===== src/rtl/dvi_tmds_gearbox.sv =====
// Multi-lane TMDS word-to-slice gearbox. Buffers full symbols in a small FIFO and
// presents one OUT_W-bit slice per lane per cycle, inserting idle symbols on underrun.
module dvi_tmds_gearbox #(
  parameter int N_CH      = 3,
  parameter int IN_W      = 10,
  parameter int OUT_W     = 5,
  parameter int DEPTH     = 4,
  parameter int PRIME     = 2,
  parameter int MSB_FIRST = 0,
  localparam int RATIO    = IN_W / OUT_W,
  localparam int LW       = $clog2(DEPTH + 1)
) (
  input  logic                   gclk,
  input  logic                   reset_n,
  input  logic                   enable,
  input  logic [N_CH*IN_W-1:0]   s_data,
  input  logic                   s_valid,
  output logic                   s_ready,
  input  logic [N_CH*IN_W-1:0]   idle_data,
  output logic [N_CH*OUT_W-1:0]  dout,
  output logic                   running,
  output logic [LW-1:0]          level,
  output logic [15:0]            underrun_cnt
);

  localparam int PW  = (DEPTH > 1) ? $clog2(DEPTH) : 1;
  localparam int PHW = (RATIO > 1) ? $clog2(RATIO) : 1;
  localparam int WW  = N_CH * IN_W;
  localparam int DW  = N_CH * OUT_W;

  typedef enum logic [1:0] {ST_IDLE, ST_FILL, ST_RUN} state_t;

  state_t          state_q, state_d;
  logic [WW-1:0]   mem_q [DEPTH];
  logic [WW-1:0]   mem_d [DEPTH];
  logic [PW-1:0]   rd_ptr_q, rd_ptr_d, wr_ptr_q, wr_ptr_d;
  logic [LW-1:0]   level_q, level_d;
  logic [PHW-1:0]  phase_q, phase_d;
  logic [WW-1:0]   word_q, word_d;
  logic [DW-1:0]   dout_q, dout_d;
  logic [15:0]     ucnt_q, ucnt_d;
  logic            push, pop;
  logic [WW-1:0]   src;
  int              sidx;

  assign s_ready      = (state_q != ST_IDLE) && (level_q < LW'(DEPTH));
  assign push         = s_valid && s_ready;
  assign running      = (state_q == ST_RUN);
  assign level        = level_q;
  assign dout         = dout_q;
  assign underrun_cnt = ucnt_q;

  always_comb begin
    state_d  = state_q;
    mem_d    = mem_q;
    rd_ptr_d = rd_ptr_q;
    wr_ptr_d = wr_ptr_q;
    level_d  = level_q;
    phase_d  = phase_q;
    word_d   = word_q;
    dout_d   = dout_q;
    ucnt_d   = ucnt_q;
    pop      = 1'b0;
    src      = word_q;
    sidx     = 0;

    if (!enable) begin
      // Dropping enable abandons any partly sent word and flushes the buffer.
      state_d  = ST_IDLE;
      rd_ptr_d = '0;
      wr_ptr_d = '0;
      level_d  = '0;
      phase_d  = '0;
      dout_d   = '0;
    end else begin
      case (state_q)
        ST_IDLE: begin
          state_d = ST_FILL;
          ucnt_d  = '0;
        end
        ST_FILL: begin
          if (level_q >= LW'(PRIME)) state_d = ST_RUN;
        end
        ST_RUN: begin
          if (phase_q == '0) begin
            if (level_q != '0) begin
              pop = 1'b1;
              src = mem_q[rd_ptr_q];
            end else begin
              src = idle_data;
              if (ucnt_q != 16'hFFFF) ucnt_d = ucnt_q + 16'd1;
            end
            word_d = src;
          end
          sidx = (MSB_FIRST != 0) ? (RATIO - 1 - int'(phase_q)) : int'(phase_q);
          for (int i = 0; i < N_CH; i++) begin
            dout_d[i*OUT_W +: OUT_W] = src[i*IN_W + sidx*OUT_W +: OUT_W];
          end
          phase_d = (phase_q == PHW'(RATIO - 1)) ? '0 : phase_q + PHW'(1);
        end
        default: state_d = ST_IDLE;
      endcase

      if (push) begin
        mem_d[wr_ptr_q] = s_data;
        wr_ptr_d = (wr_ptr_q == PW'(DEPTH - 1)) ? '0 : wr_ptr_q + PW'(1);
      end
      if (pop) begin
        rd_ptr_d = (rd_ptr_q == PW'(DEPTH - 1)) ? '0 : rd_ptr_q + PW'(1);
      end
      level_d = level_q + LW'(push) - LW'(pop);
    end
  end

  always_ff @(posedge gclk) begin
    if (!reset_n) begin
      state_q  <= ST_IDLE;
      rd_ptr_q <= '0;
      wr_ptr_q <= '0;
      level_q  <= '0;
      phase_q  <= '0;
      word_q   <= '0;
      dout_q   <= '0;
      ucnt_q   <= '0;
    end else begin
      state_q  <= state_d;
      rd_ptr_q <= rd_ptr_d;
      wr_ptr_q <= wr_ptr_d;
      level_q  <= level_d;
      phase_q  <= phase_d;
      word_q   <= word_d;
      dout_q   <= dout_d;
      ucnt_q   <= ucnt_d;
    end
    // Storage is qualified by the pointers, so it needs no reset.
    mem_q <= mem_d;
  end

endmodule


===== config.mk =====
export PLATFORM = sky130hd
export DESIGN_NAME = dvi_tmds_gearbox
export DESIGN_NICKNAME = d
export VERILOG_FILES = /design/src/rtl/dvi_tmds_gearbox.sv
export SDC_FILE = /design/constraint.sdc
export NUM_CORES = 1
export LEC_CHECK = 0
export BUFFER_PORTS_ARGS = -buffer_cell sky130_fd_sc_hd__buf_2
export CAP_MARGIN = 0
export CORE_AREA = 10 10 124 126
export DETAILED_ROUTE_END_ITERATION = 10
export DIE_AREA = 0 0 134 136
export PLACE_DENSITY = 0.78
export SYNTH_ARGS = -nofsm -noshare
export SYNTH_HDL_FRONTEND = slang
export SYNTH_SLANG_ARGS = --single-unit

===== constraint.sdc =====
create_clock -name gclk -period 2.48 [get_ports gclk]
set_input_delay 0.372 -clock gclk [delete_from_list [all_inputs] [get_ports gclk]]
set_output_delay 0.372 -clock gclk [all_outputs]
set_load 0.01 [all_outputs]

Word-level counts from Yosys, hierarchy flattened
Index checks and enable logic that the tools add are counted.
W data, S select, Z words.

word-level totals
  flip-flop bits (word level) = 191
  bits of input ports = 64
  output and inout bits = 36
  word-level logic and storage cells = 76

operators by class
  add/subtract/negate cells = 8
  multipliers = 1
  $lt $le $gt $ge = 5
  eq/ne operators = 9
  shift operators = 3
  mux-type cells = 23
  bitwise logic cells = 3
  reductions and logical operators = 12

operator list
  operator                 number
  $mux W30                 7
  $bwmux W120              1
  $shiftx A30 B32 Y5       2
  $bmux W30 S2             1
  $demux W30 S2            1
  $mux W16                 3
  $add A5 B32 Y32 const A  1
  $pmux W16 S2             1
  $shiftx A30 B7 Y5        1
  $add A16 B1 Y16 const B  1
  $ne A16 B16 Y1 const B   1
  $reduce_and A2 Y1        4
  $add A5 B4 Y6 const A    1
  $eq A2 B2 Y1 const B     3
  $ge A3 B3 Y1 const B     2
  $mux W2                  3
  $ne A2 B2 Y1 const B     3
  $not A2 Y3               2
  $pmux W2 S3              1
  $mux W1                  5
  $reduce_and A5 Y1        1
  $add A2 B1 Y2 const B    2
  $mul A1 B3 Y4 const B    1
  $reduce_bool A2 Y1       2
  other kinds (12)         14

Logic depth before layout (Yosys ltp)
Gate-level depths: netlist (run 1).

  word-level depth = 9
  depth in mapped cells = 10

Worst setup path before layout (run 1)
No wires, ideal clock.

  path type = register to register
  start point = reg level_q[0] (netlist: level[0])
  end point = reg level_q[1] (netlist: level[1])
  arrival time = 2.089 ns
  slack = 0.276 ns
  stages on the path, launching flop included = 8
  path buffers = 0
  clock period less this slack = 2.204 ns
  path through = dfxtp_1 -> nor3_1 -> nor3_1 -> ha_1 -> inv_1 -> ha_1 -> fa_1 -> and3_1

on the way
  longest elaborated chain between the ends = 6
  elaborated cells between the ends (all ways) = 10
  those cells by class = add/sub (2); order compare (1); mux (4); reduce/logical (3)

ends and longest elaborated chain
  element                                               RTL line  source
  from (decl)                                           37        logic [LW-1:0] level_q, level_d;
  from (signal assigned)                                129       level_q <= level_d;
  branches (longest 5 deep; another with $lt A3 B3 Y1)  -
  $sub A3 B1 Y3 (*)                                     111       level_d = level_q + LW'(push) - LW'(pop);

Mark *: on every way between the ends. The select of a mux whose other input is x is not followed.
A chain may end at the register's enable or synchronous reset.

Final worst setup path (run 1)
  start point = reg state_q[1]
  end point = reg level_q[1] (netlist: level[1])

on the way
  longest elaborated chain between the ends = 5
  elaborated cells between the ends (all ways) = 8
  those cells by class = add/sub (2); eq/ne (1); mux (2); reduce/logical (3)

ends and longest elaborated chain
  element                 RTL line  source
  from (decl)             33        state_t state_q, state_d;
  from (signal assigned)  126       state_q <= state_d;
  $reduce_bool A2 Y1      46        assign s_ready = (state_q != ST_IDLE) && (level_q < LW'(DEPTH));
  $logic_and A1 B1 Y1     46
  $logic_and A1 B1 Y1     47        assign push = s_valid && s_ready;
  $add A3 B1 Y3           111
  $sub A3 B1 Y3 (*)       111

Every way passes the cells marked *; elsewhere a longest branch is shown, timed or not. The select of a mux whose other input is x is not followed.

==> flow_summary.toml, run 1 <==
[cts]
cts_made_buffers = 17
hold_buffers = 0
path_clk_slew_ns = 0.06
post_cts_resized = 0
cts-root-buf = "clkbuf_16"
postCtsSetupRepairBufs = 0
cts_max_path_buffers = 2
cts_tree = "done"
worstSkewPairLatency_ns = 0.43
clkSinkCount = 176
cts-htree-levels = 4

[power]
ir_drop_mv = 0.466
sw_frac_of_total = 0.201
sequentialPowerShare = 0.522
power_frac_clock = 0.449
p_per_area_nw_per_um2 = 701
comb_power_share = 0.029
leakage_nw = 3.05
power.switching_mw = 1.21
p_int_mw = 4.82

[global_routing]
busiest_layer = "met2"
use_met2 = 0.309
grt_pass1_vias = 4969
grtUsageMet1 = 0.216
grt_pass1_wl_um = 26200
antenna_found_initial = 2
grt_util_met3 = 0.0513
grt-ovfl-total = 0
grt_max_degree = 32
grt_util_all_layers = 0.186

[worst_setup_path]
critPathLaunchType = "flop"
crit_type = "flop to flop"
r2r_start = "state_q[1]$_SDFFE_PN0P_"
r2r_end = "level[1]$_SDFF_PN0_"
rr_worst_depth = 8
critPathCapture = "level[1]$_SDFF_PN0_"
cp.required_ns = 2.80
r2r_slack_ns = 0.29
worstPathMaxFanout = 9
cp.arrival_ns = 2.51
cp-end-kind = "flop"
crit_start = "state_q[1]$_SDFFE_PN0P_"

[detailed_routing]
vias_per_cell = 5.93
drc = 0
dr.pass1.iters = 6
wl_per_cell_um = 20.4
drt-initial-drc-count = 427
ant_nets = 0
dr_total_vias = 4809
routed_wl_um = 16500

[timing]
skew_ns = 0.00859
timing.fmax_ghz = 0.456
slew_headroom = 0.515
tns_ns = 0
setup_viol = 0
hold_viol_final = 0
min_period_over_period = 0.884
worstMarginPinSlew_ns = 0.721
rsz0062_at_grt = "false"
slew_violations = 0
post-route-min-period_ns = 2.19

[placement]
routabilityCongestion = 0.860
io_buffer_count = 99
placed_area_um2 = 7990
dpl.hpwl_um = 11300

[logic_synthesis]
syn_avg_cell_area_um2 = 14.0
synth_cells = 516
yosys_most_used_dff = "edfxtp_1"
synth-edff-count = 120
syn_area_um2 = 7220
synth_nets = 591
ys_ff_latch = 176
synth_cell_types = 42
async_flop_share = 0
synth_seq_area_share = 0.654
yosysWarningCount = 0

[min_path]
hp-class = "input pin to flop"

[finish]
drive_gt1_frac = 0.288
final_core_util = 0.663
final.fill_count = 925
synthToLayoutAreaGrowth_pct = 19.1
diodes = 0
fin_nets = 697
stdcell_area_um2 = 8600

[die]
dieArea_um2 = 18200
fp-row-count = 42
die_h_um = 136
fp.dieW_um = 134
start_util = 0.556
coreArea_um2 = 13000
ios = 100

[flow_run]
maxCapViolCount = 0

[status]
status = "finished, final reports clean"
==> state kept, by name (all words and copies together) (netlist names) <==
signal        cells
level             3
mem_q           120
dout             15
state_q           2
wr_ptr_q          2
word_q           15
phase_q           1
rd_ptr_q          2
underrun_cnt     16
==> worst max-delay path, cell delays in order, from the launching register on <==
cell     delay (ns)
dfxtp_1        0.47
o21ba_2        0.20
and2_1         0.21
inv_1          0.11
ha_1           0.29
inv_1          0.04
ha_1           0.18
fa_1           0.42
and3_1         0.18
==> layout make-up <==
| type | count | area, um2 | share of cell area |
|---|---|---|---|
| clock inverters | 8 | 87.6 | 0.0102 |
| clock buffers | 24 | 526 | 0.0611 |
| repair buffers | 119 | 658 | 0.0765 |
| flip-flops and latches | 176 | 4730 | 0.550 |
| multi-input cells | 297 | 2340 | 0.272 |
| well taps | 176 | 220 | 0.0256 |
| inverters | 11 | 41.3 | 0.00480 |
==> through the flow <==
stage	instances	power [mW]	setup slack [ns]	hold slack, ns
finish	811	6.03	0.288	0.157
global route	811	6.20	0.145	0.151
CTS	811	6.06	0.289	0.139
detailed placement	779	3.38	0.296	0.448
global placement	779	3.37	0.396	0.447
floorplan	516	3.28	0.276	0.469
==> Yosys cell counts, types with 6 or more instances <==
cell type | count | area [um2]
nand2b_1 | 17 | 106
mux4_2 | 30 | 676
edfxtp_1 | 120 | 3600
clkbuf_1 | 22 | 82.6
mux2i_1 | 9 | 90.1
inv_1 | 11 | 41.3
or4_1 | 6 | 45.0
o21ai_0 | 17 | 85.1
nand2_1 | 65 | 244
ha_1 | 10 | 125
a32o_1 | 15 | 150
or3_1 | 10 | 62.6
nand3b_1 | 17 | 128
nor2_1 | 9 | 33.8
dfxtp_1 | 56 | 1120
a21oi_1 | 41 | 205
and3_1 | 6 | 37.5
==> cell usage in the layout, fill, tap and decap left out, drive strengths merged, types with 2 or more instances in the layout <==
master and n:
or3 11, nand3 5, o21ai 17, inv 14
mux2i 9, a32o 15, clkinv 2, o31ai 5
ha 10, nor4b 2, nor4 3, buf 119
edfxtp 120, and4 3, and2 2, mux4 30
clkbuf 24, nand2 65, nand3b 17, nor2 9
a21oi 41, nand2b 17, nor3 3, and3 6
a211oi 2, dfxtp 56, nand4 5, or4 6
clkinvlp 2, o41ai 3
==> metal layers <==
| metal | routed length (um) | up-vias |
|---|---|---|
| li1 | - | 2192 |
| met1 | 6550 | 2366 |
| met2 | 8230 | 204 |
| met3 | 1190 | 43 |
| met4 | 544 | 4 |
| met5 | 21 | - |
==> worst min-delay path by stage <==
stage                              from                        to  slack, ns  cells past startpoint
3_3_place_gp       dout[7]$_SDFFE_PN0P_      dout[7]$_SDFFE_PN0P_       0.45                      1
6_report                     s_data[17]       mem_q[47]$_DFFE_PP_       0.16                      1
3_5_place_dp       dout[7]$_SDFFE_PN0P_      dout[7]$_SDFFE_PN0P_       0.45                      1
5_1_grt                      s_data[11]       mem_q[71]$_DFFE_PP_       0.15                      1
2_1_floorplan  wr_ptr_q[1]$_SDFFE_PN0N_  wr_ptr_q[1]$_SDFFE_PN0N_       0.47                      2
4_1_cts                      s_data[12]       mem_q[72]$_DFFE_PP_       0.14                      1
==> power groups by stage <==
stage               sequential, mW  combinational (mW)  clock (mW)
finish                        3.15               0.173        2.71
global route                  3.15               0.191        2.86
CTS                           3.15               0.172        2.74
detailed placement            3.21               0.171           0
global placement              3.21               0.162           0
floorplan                     3.21              0.0707           0
==> logic make-up after synthesis <==
| group | Yosys count | share of synthesized area |
|---|---|---|
| DFF | 176 | 0.654 |
| and+or+nand+nor | 157 | 0.117 |
| AOI/OAI and AO/OA | 88 | 0.0773 |
| adders and majority gates | 11 | 0.0201 |
| muxes | 39 | 0.106 |
| buffers and inverters | 43 | 0.0234 |
| xor gates and xnor gates | 2 | 0.00243 |
(Power assumes the default switching activity.)
==> run 2: changes to the inputs <==
Settings changed: BUFFER_PORTS_ARGS -buffer_cell sky130_fd_sc_hd__buf_2 to -buffer_cell sky130_fd_sc_hd__buf_4.
==> flow_summary.toml, run 2 (synthesized netlist as in run 1, its figures left out) <==
[global_routing]
antenna_found_initial = 0
grt_util_all_layers = 0.184
grt-ovfl-total = 0
grt_pass1_vias = 4948
grt_max_degree = 32
grt_pass1_wl_um = 26300

[die]
ios = 100
start_util = 0.556
dieArea_um2 = 18200
fp.dieW_um = 134
coreArea_um2 = 13000
fp-row-count = 42
die_h_um = 136

[timing]
min_period_over_period = 0.896
slew_headroom = 0.558
fin_ws_ns = 0.258
rsz0062_at_grt = "false"
slew_violations = 0
tns_ns = 0
hold-worst-slack_ns = 0.144
timing.fmax_ghz = 0.450
post-route-min-period_ns = 2.22
setup_viol = 0
worstMarginPinSlew_ns = 0.659
skew_ns = 0.00992
hold_viol_final = 0

[finish]
layout_commonest_cell = "edfxtp_1"
fin_nets = 696
largest_reg_flops = 120
diodes = 0
drive_gt1_frac = 0.278
final.fill_count = 916
synthToLayoutAreaGrowth_pct = 21.6
max_flop_register = "mem_q"
most-common-layout-cells = "edfxtp_1 (120), buf_4 (115), nand2_1 (65)"
layout.cells.non_filler = 810

[flow_run]
maxCapViolCount = 0

[worst_setup_path]
critPathSlowestCell = "dfxtp_1"
cp.arrival_ns = 2.54
r2r_end = "level[1]$_SDFF_PN0_"
crit_type = "flop to flop"
cpPeakStageDelay_ns = 0.47
cp.required_ns = 2.79
rr_worst_depth = 8
path_cells = "o21ba_2, and2_1, inv_1, ha_1, inv_1, ha_1, fa_1, and3_1"
r2r_slack_ns = 0.26
r2r_start = "state_q[1]$_SDFFE_PN0P_"
cp-end-kind = "flop"
worstPathMaxFanout = 9
critPathLaunchType = "flop"

[cts]
hold_buffers = 0
cts_tree = "done"
cts_max_path_buffers = 2
clkSinkCount = 176
cts_made_buffers = 17
cts-root-buf = "clkbuf_16"
path_clk_slew_ns = 0.06
cts-htree-levels = 4
postCtsSetupRepairBufs = 0
worstSkewPairLatency_ns = 0.42
post_cts_resized = 0

[detailed_routing]
ant_nets = 0
dr_total_vias = 4756
vias_per_cell = 5.87
dr.pass1.iters = 5
drt-initial-drc-count = 488
routed_wl_um = 16400
drc = 0
wl_per_cell_um = 20.3

[placement]
routabilityCongestion = 0.856
dpl.hpwl_um = 11100
pre_cts_ws_ns = 0.284
io_buffer_count = 99
dp_cells = 778

[power]
finalPower_mw = 5.78
leakage_nw = 3.06
ir_drop_mv = 0.499
p_per_area_nw_per_um2 = 658

[min_path]
min_from = "s_data[17]"
hold_depth = 1
hold-path-endpoint = "mem_q[77]$_DFFE_PP_"
hp-class = "input pin to flop"

[status]
status = "finished, final reports clean"
-- run 2: layout make-up --
| type | instances | area, um2 | share of cell area |
|---|---|---|---|
| timing repair buffer | 118 | 923 | 0.105 |
| tap | 176 | 220 | 0.0251 |
| multi-input combinational | 297 | 2340 | 0.267 |
| sequential | 176 | 4730 | 0.538 |
| clock inverter | 6 | 60.1 | 0.00684 |
| clock buffer | 26 | 469 | 0.0534 |
| inverter | 11 | 41.3 | 0.00470 |
-- run 2: worst max path at each step --
stage                                       start  slack [ns]  cells after the start                   to
after floorplan               level[0]$_SDFF_PN0_        0.28                      7  level[1]$_SDFF_PN0_
after global placement    state_q[1]$_SDFFE_PN0P_        0.38                      8  level[1]$_SDFF_PN0_
after detailed placement  state_q[1]$_SDFFE_PN0P_        0.28                      8  level[1]$_SDFF_PN0_
after CTS                 state_q[1]$_SDFFE_PN0P_        0.27                      8  level[1]$_SDFF_PN0_
after global routing      state_q[1]$_SDFFE_PN0P_         0.1                      8  level[1]$_SDFF_PN0_
final                     state_q[1]$_SDFFE_PN0P_        0.26                      8  level[1]$_SDFF_PN0_
-- run 2: layer usage --
| metal | up-vias | GRT usage | routed length (um) |
|---|---|---|---|
| li1 | 2188 | - | - |
| met4 | 0 | 0.0834 | 366 |
| met2 | 161 | 0.310 | 8220 |
| met3 | 26 | 0.0454 | 1010 |
| met5 | - | 0 | 0 |
| met1 | 2381 | 0.221 | 6810 |
-- run 2: critical path, delay by kind of cell (launching register included) --
family	cells	cell delay, ns
flops	1	0.47
simple gates	2	0.41
fa+ha+maj	3	0.89
buf+inv	2	0.15
compound gates	1	0.20
-- run 2: where the power goes --
group          switching, mW  total, mW  internal [mW]
Sequential           0.00529       3.15           3.14
Combinational          0.102      0.203          0.101
Clock                   1.02       2.42           1.40
-- run 2: metrics by stage --
step            util  area [um2]
2_1_floorplan      -        7220
3_3_place_gp   0.636        8250
3_5_place_dp   0.636        8250
4_1_cts        0.676        8780
5_1_grt        0.676        8780
6_report       0.676        8780
